[config.mk]
export PLATFORM = sky130hd
export DESIGN_NAME = pipe_adder_nb_flat
export DESIGN_NICKNAME = d
export VERILOG_FILES = /design/src/rtl/pipe_adder_nb_pkg.sv /design/src/rtl/pipe_adder_nb_if.sv /design/src/rtl/pipe_adder_nb_fulladder.sv /design/src/rtl/pipe_adder_nb.sv /design/src/flat_wrapper.sv
export SDC_FILE = /design/constraint.sdc
export NUM_CORES = 1
export LEC_CHECK = 0
export ABC_AREA = 1
export CAP_MARGIN = 40
export CORE_MARGIN = 4
export CORE_UTILIZATION = 50
export DETAILED_ROUTE_END_ITERATION = 8
export MAX_ROUTING_LAYER = met4
export PLACE_DENSITY = 0.73
export SKIP_LAST_GASP = 1
export SLEW_MARGIN = 5
export SYNTH_ARGS = -nofsm -noshare
export SYNTH_HDL_FRONTEND = slang
export SYNTH_SLANG_ARGS = --single-unit
[constraint.sdc]
create_clock -name clk -period 2.8 [get_ports clk]
set_input_delay 0.28 -clock clk [delete_from_list [all_inputs] [get_ports clk]]
set_output_delay 0.28 -clock clk [all_outputs]
set_load 0.01 [all_outputs]
[src/rtl/pipe_adder_nb_pkg.sv]
// Shared configuration helpers for the pipelined adder/subtractor.
// Carry-segment width and the legality rule for the N/STAGES pair live here.
package pipe_adder_nb_pkg;

    function automatic int seg_width(input int n, input int stages);
        return n / stages;
    endfunction

    function automatic bit cfg_ok(input int n, input int stages);
        return (n >= 1) && (stages >= 1) && (n % stages == 0);
    endfunction

endpackage

[src/rtl/pipe_adder_nb_if.sv]
// Operand/result stream bundle for pipe_adder_nb.
// The producer/consumer side takes master; the adder takes slave.
interface pipe_adder_nb_if #(
    parameter int N = 16
);
    logic         in_valid;
    logic         in_ready;
    logic [N-1:0] a;
    logic [N-1:0] b;
    logic         cin;
    logic         sub;
    logic         out_valid;
    logic         out_ready;
    logic [N-1:0] sum;
    logic         cout;
    logic         ovf;

    modport master (
        output in_valid, a, b, cin, sub, out_ready,
        input  in_ready, out_valid, sum, cout, ovf
    );

    modport slave (
        input  in_valid, a, b, cin, sub, out_ready,
        output in_ready, out_valid, sum, cout, ovf
    );
endinterface

[src/rtl/pipe_adder_nb_fulladder.sv]
// Combinational N-bit segment adder used once per pipeline stage.
// c_msb is the carry into bit N-1, needed for signed overflow on the top segment.
module fulladderNb #(
    parameter int N = 4
) (
    input  logic [N-1:0] a,
    input  logic [N-1:0] b,
    input  logic         cin,
    output logic [N-1:0] sum,
    output logic         cout,
    output logic         c_msb
);
    logic [N:0] full;

    assign full  = {1'b0, a} + {1'b0, b} + {{N{1'b0}}, cin};
    assign sum   = full[N-1:0];
    assign cout  = full[N];
    assign c_msb = a[N-1] ^ b[N-1] ^ full[N-1];
endmodule

[src/rtl/pipe_adder_nb.sv]
// Pipelined N-bit adder/subtractor: one carry segment per stage, valid/ready per stage.
// Operands ride the pipe (skew) and finished low segments ride along (de-skew).
module pipe_adder_nb
    import pipe_adder_nb_pkg::*;
#(
    parameter int N      = 16,
    parameter int STAGES = 4
) (
    input logic           clk,
    input logic           rst,
    pipe_adder_nb_if.slave bus
);
    localparam int SEG = seg_width(N, STAGES);

    if (!cfg_ok(N, STAGES)) begin : g_cfg_err
        $error("pipe_adder_nb: N=%0d must be >=1 and divisible by STAGES=%0d", N, STAGES);
    end

    logic [STAGES-1:0][N-1:0]   a_q, a_d, b_q, b_d, s_q, s_d;
    logic [STAGES-1:0]          v_q, v_d, c_q, c_d;
    logic                       ovf_q, ovf_d;
    logic [STAGES-1:0][N-1:0]   op_a, op_b, part;
    logic [STAGES-1:0]          op_c, op_v, ld;
    logic [STAGES-1:0][SEG-1:0] seg_sum;
    logic [STAGES-1:0]          seg_co, seg_cm;
    logic                       unused_bits;

    // Ready chain: a stage may load if it is empty or its successor moves this cycle.
    always_comb begin
        logic rdy;
        rdy = bus.out_ready;
        ld  = '0;
        for (int k = STAGES - 1; k >= 0; k--) begin
            rdy   = !v_q[k] || rdy;
            ld[k] = rdy;
        end
    end

    always_comb begin
        op_a    = '0;
        op_b    = '0;
        op_c    = '0;
        op_v    = '0;
        part    = '0;
        op_a[0] = bus.a;
        op_b[0] = bus.sub ? ~bus.b : bus.b;
        op_c[0] = bus.sub ^ bus.cin;
        op_v[0] = bus.in_valid;
        for (int k = 1; k < STAGES; k++) begin
            op_a[k] = a_q[k-1];
            op_b[k] = b_q[k-1];
            op_c[k] = c_q[k-1];
            op_v[k] = v_q[k-1];
            part[k] = s_q[k-1];
        end
    end

    for (genvar k = 0; k < STAGES; k++) begin : g_seg
        fulladderNb #(.N(SEG)) u_seg (
            .a     (op_a[k][k*SEG +: SEG]),
            .b     (op_b[k][k*SEG +: SEG]),
            .cin   (op_c[k]),
            .sum   (seg_sum[k]),
            .cout  (seg_co[k]),
            .c_msb (seg_cm[k])
        );
    end

    // NOTE: every _d starts as its _q so no path through this block can infer a latch.
    always_comb begin
        v_d   = v_q;
        a_d   = a_q;
        b_d   = b_q;
        s_d   = s_q;
        c_d   = c_q;
        ovf_d = ovf_q;
        for (int k = 0; k < STAGES; k++) begin
            if (ld[k]) begin
                v_d[k] = op_v[k];
                if (op_v[k]) begin
                    a_d[k]                 = op_a[k];
                    b_d[k]                 = op_b[k];
                    s_d[k]                 = part[k];
                    s_d[k][k*SEG +: SEG]   = seg_sum[k];
                    c_d[k]                 = seg_co[k];
                end
            end
        end
        if (ld[STAGES-1] && op_v[STAGES-1]) begin
            ovf_d = seg_cm[STAGES-1] ^ seg_co[STAGES-1];
        end
    end

    // NOTE: data registers are reset too, so sum/cout/ovf read 0 straight out of reset.
    always_ff @(posedge clk or posedge rst) begin
        if (rst) begin
            v_q   <= '0;
            a_q   <= '0;
            b_q   <= '0;
            s_q   <= '0;
            c_q   <= '0;
            ovf_q <= 1'b0;
        end else begin
            // NOTE: non-blocking so every stage samples its neighbour's pre-edge value.
            v_q   <= v_d;
            a_q   <= a_d;
            b_q   <= b_d;
            s_q   <= s_d;
            c_q   <= c_d;
            ovf_q <= ovf_d;
        end
    end

    assign bus.in_ready  = ld[0];
    assign bus.out_valid = v_q[STAGES-1];
    assign bus.sum       = s_q[STAGES-1];
    assign bus.cout      = c_q[STAGES-1];
    assign bus.ovf       = ovf_q;

    // Consumed segments of the skewed operands and lower-stage MSB carries are dead by design.
    assign unused_bits = ^{a_q, b_q, seg_cm};
endmodule

[src/flat_wrapper.sv]
// flat-port wrapper written by rule: the top's interface ports become plain ports
module pipe_adder_nb_flat import pipe_adder_nb_pkg::*;
#(
    parameter int N      = 16,
    parameter int STAGES = 4
)
  (clk, rst, bus_in_valid, bus_a, bus_b, bus_cin, bus_sub, bus_out_ready, bus_in_ready, bus_out_valid, bus_sum, bus_cout, bus_ovf);
  pipe_adder_nb_if #(.N(N)) bus_i ();
  input logic clk;
  input logic rst;
  input wire logic [$bits(bus_i.in_valid)-1:0] bus_in_valid;
  input wire logic [$bits(bus_i.a)-1:0] bus_a;
  input wire logic [$bits(bus_i.b)-1:0] bus_b;
  input wire logic [$bits(bus_i.cin)-1:0] bus_cin;
  input wire logic [$bits(bus_i.sub)-1:0] bus_sub;
  input wire logic [$bits(bus_i.out_ready)-1:0] bus_out_ready;
  output wire logic [$bits(bus_i.in_ready)-1:0] bus_in_ready;
  output wire logic [$bits(bus_i.out_valid)-1:0] bus_out_valid;
  output wire logic [$bits(bus_i.sum)-1:0] bus_sum;
  output wire logic [$bits(bus_i.cout)-1:0] bus_cout;
  output wire logic [$bits(bus_i.ovf)-1:0] bus_ovf;
  assign bus_i.in_valid = bus_in_valid;
  assign bus_i.a = bus_a;
  assign bus_i.b = bus_b;
  assign bus_i.cin = bus_cin;
  assign bus_i.sub = bus_sub;
  assign bus_i.out_ready = bus_out_ready;
  assign bus_in_ready = bus_i.in_ready;
  assign bus_out_valid = bus_i.out_valid;
  assign bus_sum = bus_i.sum;
  assign bus_cout = bus_i.cout;
  assign bus_ovf = bus_i.ovf;
  pipe_adder_nb #(.N(N), .STAGES(STAGES)) u_core (.clk(clk), .rst(rst), .bus(bus_i));
endmodule
==> impl_results.html <==
<table>
<tr><th>Metric</th><th>Value</th></tr>
<tr><th colspan="2">STA</th></tr>
<tr><td>Achievable clock frequency</td><td>526.5 MHz</td></tr>
<tr><td>Ratio of final minimum period to clock period</td><td>67.83%</td></tr>
<tr><td>Headroom to the max-slew limit</td><td>between 60% and 70%</td></tr>
<tr><td>Total count of max-transition violations in the final report</td><td>0</td></tr>
<tr><td>RSZ-0062 raised after global routing</td><td>false</td></tr>
<tr><td>Minimum period implied by the final worst setup slack</td><td>1.899 ns</td></tr>
<tr><td>Hold Fails Final Rpt</td><td>0</td></tr>
<tr><td>Worst-margin pin slew</td><td>0.5193 ns</td></tr>
<tr><td>Worst clock skew on the final layout</td><td>0.007399 ns</td></tr>
<tr><td>Fin Setup TNS</td><td>0 ns</td></tr>
<tr><td>Final setup vio count</td><td>0</td></tr>
<tr><th colspan="2">Floorplan</th></tr>
<tr><td>Std-Cell Core Area</td><td>8721 sq um</td></tr>
<tr><td>FP Rows</td><td>34</td></tr>
<tr><td>Die Width</td><td>102.6 um</td></tr>
<tr><td>Initial cell density of the core</td><td>51.33%</td></tr>
<tr><td>I/O pin cnt</td><td>58</td></tr>
<tr><td>Overall die height</td><td>102.6 um</td></tr>
<tr><td>Area of the die</td><td>approximately 11000 sq um</td></tr>
<tr><th colspan="2">Power</th></tr>
<tr><td>Sequential cell fraction of total power</td><td>48.4%</td></tr>
<tr><td>Part of the power in combinational logic</td><td>32.9%</td></tr>
<tr><td>Overall power after layout</td><td>0.004322 W</td></tr>
<tr><td>Power density relative to cell area</td><td>a little over 800 nW/um^2</td></tr>
<tr><td>Part of the total power dissipated in the clock network</td><td>18.7%</td></tr>
<tr><td>Switching power of the nets</td><td>0.001501 W</td></tr>
<tr><td>Peak supply drop</td><td>around 330 uV</td></tr>
<tr><td>Standby leakage power</td><td>2.781 nW</td></tr>
<tr><td>Design internal power</td><td>0.002821 W</td></tr>
<tr><td>Fraction of power spent switching nets</td><td>34.73%</td></tr>
<tr><th colspan="2">CTS</th></tr>
<tr><td>Later-pin clock latency in the skew report</td><td>0.36 ns</td></tr>
<tr><td>Number of hold-repair buffers added at the cts stage</td><td>0</td></tr>
<tr><td># H-tree levels</td><td>3</td></tr>
<tr><td>Clock Root Buffer</td><td>sky130_fd_sc_hd__clkbuf_8</td></tr>
<tr><td>Setup bufs post-CTS</td><td>0</td></tr>
<tr><td>Max Root-Sink Buffers</td><td>2</td></tr>
<tr><td>CTS resizes</td><td>0</td></tr>
<tr><td>Number of CTS-inserted buffers</td><td>9</td></tr>
<tr><td>Number of clock sinks</td><td>97</td></tr>
<tr><td>CTS tree</td><td>built</td></tr>
<tr><td>Clock slew seen by the registers of the worst setup and hold paths</td><td>0.09 ns</td></tr>
<tr><th colspan="2">Placed design</th></tr>
<tr><td>Gpl congestion</td><td>0.7910</td></tr>
<tr><td>Port buffer count</td><td>57</td></tr>
<tr><td>Final HPWL DP</td><td>5573 um</td></tr>
<tr><th colspan="2">Flow run</th></tr>
<tr><td>Max_cap viols</td><td>0</td></tr>
<tr><th colspan="2">Global routing</th></tr>
<tr><td>Number of global-route vias before repair</td><td>between 3000 and 4000</td></tr>
<tr><td>Remaining Overflow, GRT</td><td>0</td></tr>
<tr><td>Largest net degree at the start of global routing</td><td>between 90 and 100</td></tr>
<tr><td>Gr usage total</td><td>17.14%</td></tr>
<tr><td>First-pass GRT wire length</td><td>13810 um</td></tr>
<tr><td>Antenna violations before repair</td><td>0</td></tr>
<tr><th colspan="2">Logic synthesis</th></tr>
<tr><td>Post-synthesis cell count</td><td>between 500 and 600</td></tr>
<tr><td>Yosys warning total</td><td>0</td></tr>
<tr><td>Mapped Nets</td><td>567</td></tr>
<tr><td>Mapped Area</td><td>4477 sq um</td></tr>
<tr><td>Avg Inst Size Synth</td><td>8.795 sq um</td></tr>
<tr><td>Part of the Yosys area used for sequential elements</td><td>a little over half</td></tr>
<tr><td>Post-synth cell types</td><td>22</td></tr>
<tr><td>Number of flip-flops and latches in the synthesized netlist</td><td>97</td></tr>
<tr><th colspan="2">Detailed routing</th></tr>
<tr><td>Via count</td><td>3176</td></tr>
<tr><td>Detailed-route vias per instance</td><td>4.698</td></tr>
<tr><td>Number of design-rule violations left by the first detailed-router iteration</td><td>144</td></tr>
<tr><td>Antenna Nets Post-Route</td><td>0</td></tr>
<tr><td>Detailed-router iteration count before antenna repair</td><td>4</td></tr>
<tr><td>Total wirelength of the detailed-routed design</td><td>roughly 8000 um</td></tr>
<tr><td>Number of remaining DRC errors</td><td>0</td></tr>
<tr><td>Final routed wire length divided by cell count</td><td>11.60 um</td></tr>
<tr><th colspan="2">Layout</th></tr>
<tr><td>Count of nets after finishing</td><td>between 600 and 700</td></tr>
<tr><td>Synthesis-to-finish area growth</td><td>17.86%</td></tr>
<tr><td>Layout cell share with drive strength beyond 1</td><td>under 10%</td></tr>
<tr><td>Inserted Diodes</td><td>0</td></tr>
<tr><td>Fill cell total of the finished layout</td><td>between 700 and 800</td></tr>
<tr><th colspan="2">Critical path</th></tr>
<tr><td>Highest fanout seen on the critical path</td><td>3</td></tr>
<tr><td>CP Data Arrival Time</td><td>1.62 ns</td></tr>
<tr><td>Critical setup path kind</td><td>reg2out</td></tr>
<tr><td>Required time reported for the critical path endpoint</td><td>2.52 ns</td></tr>
<tr><td>CP Launch Type</td><td>flip-flop</td></tr>
<tr><td>Worst setup EP type</td><td>output port</td></tr>
<tr><th colspan="2">Worst hold path</th></tr>
<tr><td>Classification of the worst-slack hold path</td><td>in2async</td></tr>
<tr><th colspan="2">Run status</th></tr>
<tr><td>Outcome</td><td>complete, no violations</td></tr>
</table>
[worst paths after layout]
path,slack [ns],cells past startpoint,to,from
hold reg to reg,0.47,2,u_core.a_q[31],u_core.a_q[15]
hold / removal,0.38,3,u_core.bus.ovf,rst
max in group asynchronous,2.02,3,u_core.b_q[11],rst
setup / recovery,0.90,4,bus_in_ready,u_core.v_q[3]
setup reg to reg,1.00,8,u_core.bus.ovf,u_core.c_q[2]
min in group clk,0.45,3,u_core.a_q[15],bus_a[15]
[registers in the layout, indices dropped and copies added, names as in the netlist]
signal          cells
u_core.bus.ovf      1
u_core.b_q         24
u_core.part        24
u_core.a_q         24
u_core.bus.sum     16
u_core.c_q          4
u_core.v_q          4
[Yosys cell counts]
| cell type | instances | area share [%] |
|---|---|---|
| sky130_fd_sc_hd__xor2_1 | 15 | 2.9 |
| sky130_fd_sc_hd__nand4_4 | 1 | 0.48 |
| sky130_fd_sc_hd__a21oi_1 | 6 | 0.67 |
| sky130_fd_sc_hd__nand4_2 | 1 | 0.28 |
| sky130_fd_sc_hd__inv_1 | 33 | 2.8 |
| sky130_fd_sc_hd__nor2_1 | 7 | 0.59 |
| sky130_fd_sc_hd__o21ai_0 | 15 | 1.7 |
| sky130_fd_sc_hd__ha_1 | 12 | 3.4 |
| sky130_fd_sc_hd__o21ai_1 | 7 | 0.78 |
| sky130_fd_sc_hd__inv_2 | 3 | 0.25 |
| sky130_fd_sc_hd__nand3_1 | 9 | 1.0 |
| sky130_fd_sc_hd__dfrtp_1 | 97 | 54 |
| sky130_fd_sc_hd__nand2_2 | 4 | 0.56 |
| sky130_fd_sc_hd__xnor2_1 | 5 | 0.98 |
| sky130_fd_sc_hd__buf_6 | 5 | 1.3 |
| sky130_fd_sc_hd__nand2_1 | 262 | 22 |
| sky130_fd_sc_hd__buf_4 | 2 | 0.34 |
| sky130_fd_sc_hd__buf_2 | 11 | 1.2 |
| sky130_fd_sc_hd__nor2_4 | 2 | 0.50 |
| sky130_fd_sc_hd__fa_1 | 8 | 3.6 |
| sky130_fd_sc_hd__nand3b_1 | 1 | 0.17 |
| sky130_fd_sc_hd__or2_2 | 3 | 0.42 |
[metrics by stage]
stage	instances	setup slack, ns	area [sq um]	util [%]	hold WS [ns]
finish	676	0.9007	5276	60.50	0.3838
global route	676	0.7728	5276	60.50	0.4395
CTS	676	0.8569	5276	60.50	0.4207
detailed placement	660	0.5274	5105	58.54	0.4521
global placement	660	0.5752	5105	58.54	0.4560
floorplan	509	0.8489	4481	-	0.3893
[cells in the final DEF, fill, tap and decap left out, types with 2 or more instances in the layout]
master / count
sky130_fd_sc_hd__a21oi_1: 6
sky130_fd_sc_hd__buf_4: 3
sky130_fd_sc_hd__clkbuf_8: 9
sky130_fd_sc_hd__clkdlybuf4s50_1: 57
sky130_fd_sc_hd__clkinv_2: 2
sky130_fd_sc_hd__clkinv_4: 2
sky130_fd_sc_hd__clkinvlp_4: 2
sky130_fd_sc_hd__dfrtp_1: 97
sky130_fd_sc_hd__fa_1: 8
sky130_fd_sc_hd__ha_1: 12
sky130_fd_sc_hd__inv_1: 32
sky130_fd_sc_hd__inv_2: 3
sky130_fd_sc_hd__nand2_1: 262
sky130_fd_sc_hd__nand2_2: 4
sky130_fd_sc_hd__nand3_1: 9
sky130_fd_sc_hd__nor2_1: 6
sky130_fd_sc_hd__nor2_4: 2
sky130_fd_sc_hd__o21ai_0: 15
sky130_fd_sc_hd__o21ai_1: 7
sky130_fd_sc_hd__or2_2: 3
sky130_fd_sc_hd__xnor2_1: 5
sky130_fd_sc_hd__xor2_1: 15
[worst max-delay path, cell delays in order, from the launching register on]
cell	delay, ns
sky130_fd_sc_hd__dfrtp_1	0.39
sky130_fd_sc_hd__inv_1	0.09
sky130_fd_sc_hd__nor2_4	0.17
sky130_fd_sc_hd__nand4_4	0.11
sky130_fd_sc_hd__clkdlybuf4s50_1	0.50
[final cells by class]
type                    count  area (sq um)  share of cell area, %
clock buffers              10         127.6                  2.419
clock inverters             6         43.79                 0.8300
inverters                  36         138.9                  2.632
multi-input cells         358          1790                  33.93
flip-flops and latches     97          2427                  46.00
well taps                 108         135.1                  2.561
repair buffers             61         613.1                  11.62
[kinds of logic (layout without fill, tap and decap cells)]
logic type	count (synthesis)	count (layout)	share of synthesized area, %
AND/OR/NAND/NOR	290	290	25.96
flip-flops	97	97	54.22
buffers and inverters	54	113	5.841
AO/OA/AOI/OAI	28	28	3.130
adder cells (fa/ha/maj)	20	20	6.931
XOR/XNOR	20	20	3.913
[routing by layer]
| metal | up-vias | wire [um] | share of wire [%] | GRT usage (%) |
|---|---|---|---|---|
| met4 | 0 | 102 | 1.3 | 6.054 |
| met5 | - | 0 | 0 | - |
| met1 | 1457 | 3749 | 48 | 22.32 |
| met3 | 7 | 317 | 4.0 | 3.248 |
| li1 | 1656 | - | - | - |
| met2 | 56 | 3675 | 47 | 27.01 |
[power by group through the flow]
| stage | sequential, W | clock (W) | combinational [W] |
|---|---|---|---|
| final | 0.00209 | 0.000806 | 0.00142 |
| after CTS | 0.00210 | 0.000835 | 0.00145 |
| after global placement | 0.00211 | 0 | 0.00139 |
| after global routing | 0.00216 | 0.000890 | 0.00165 |
| after floorplan | 0.00212 | 0 | 0.000916 |
| after detailed placement | 0.00212 | 0 | 0.00144 |
(Power assumes the default switching activity.)
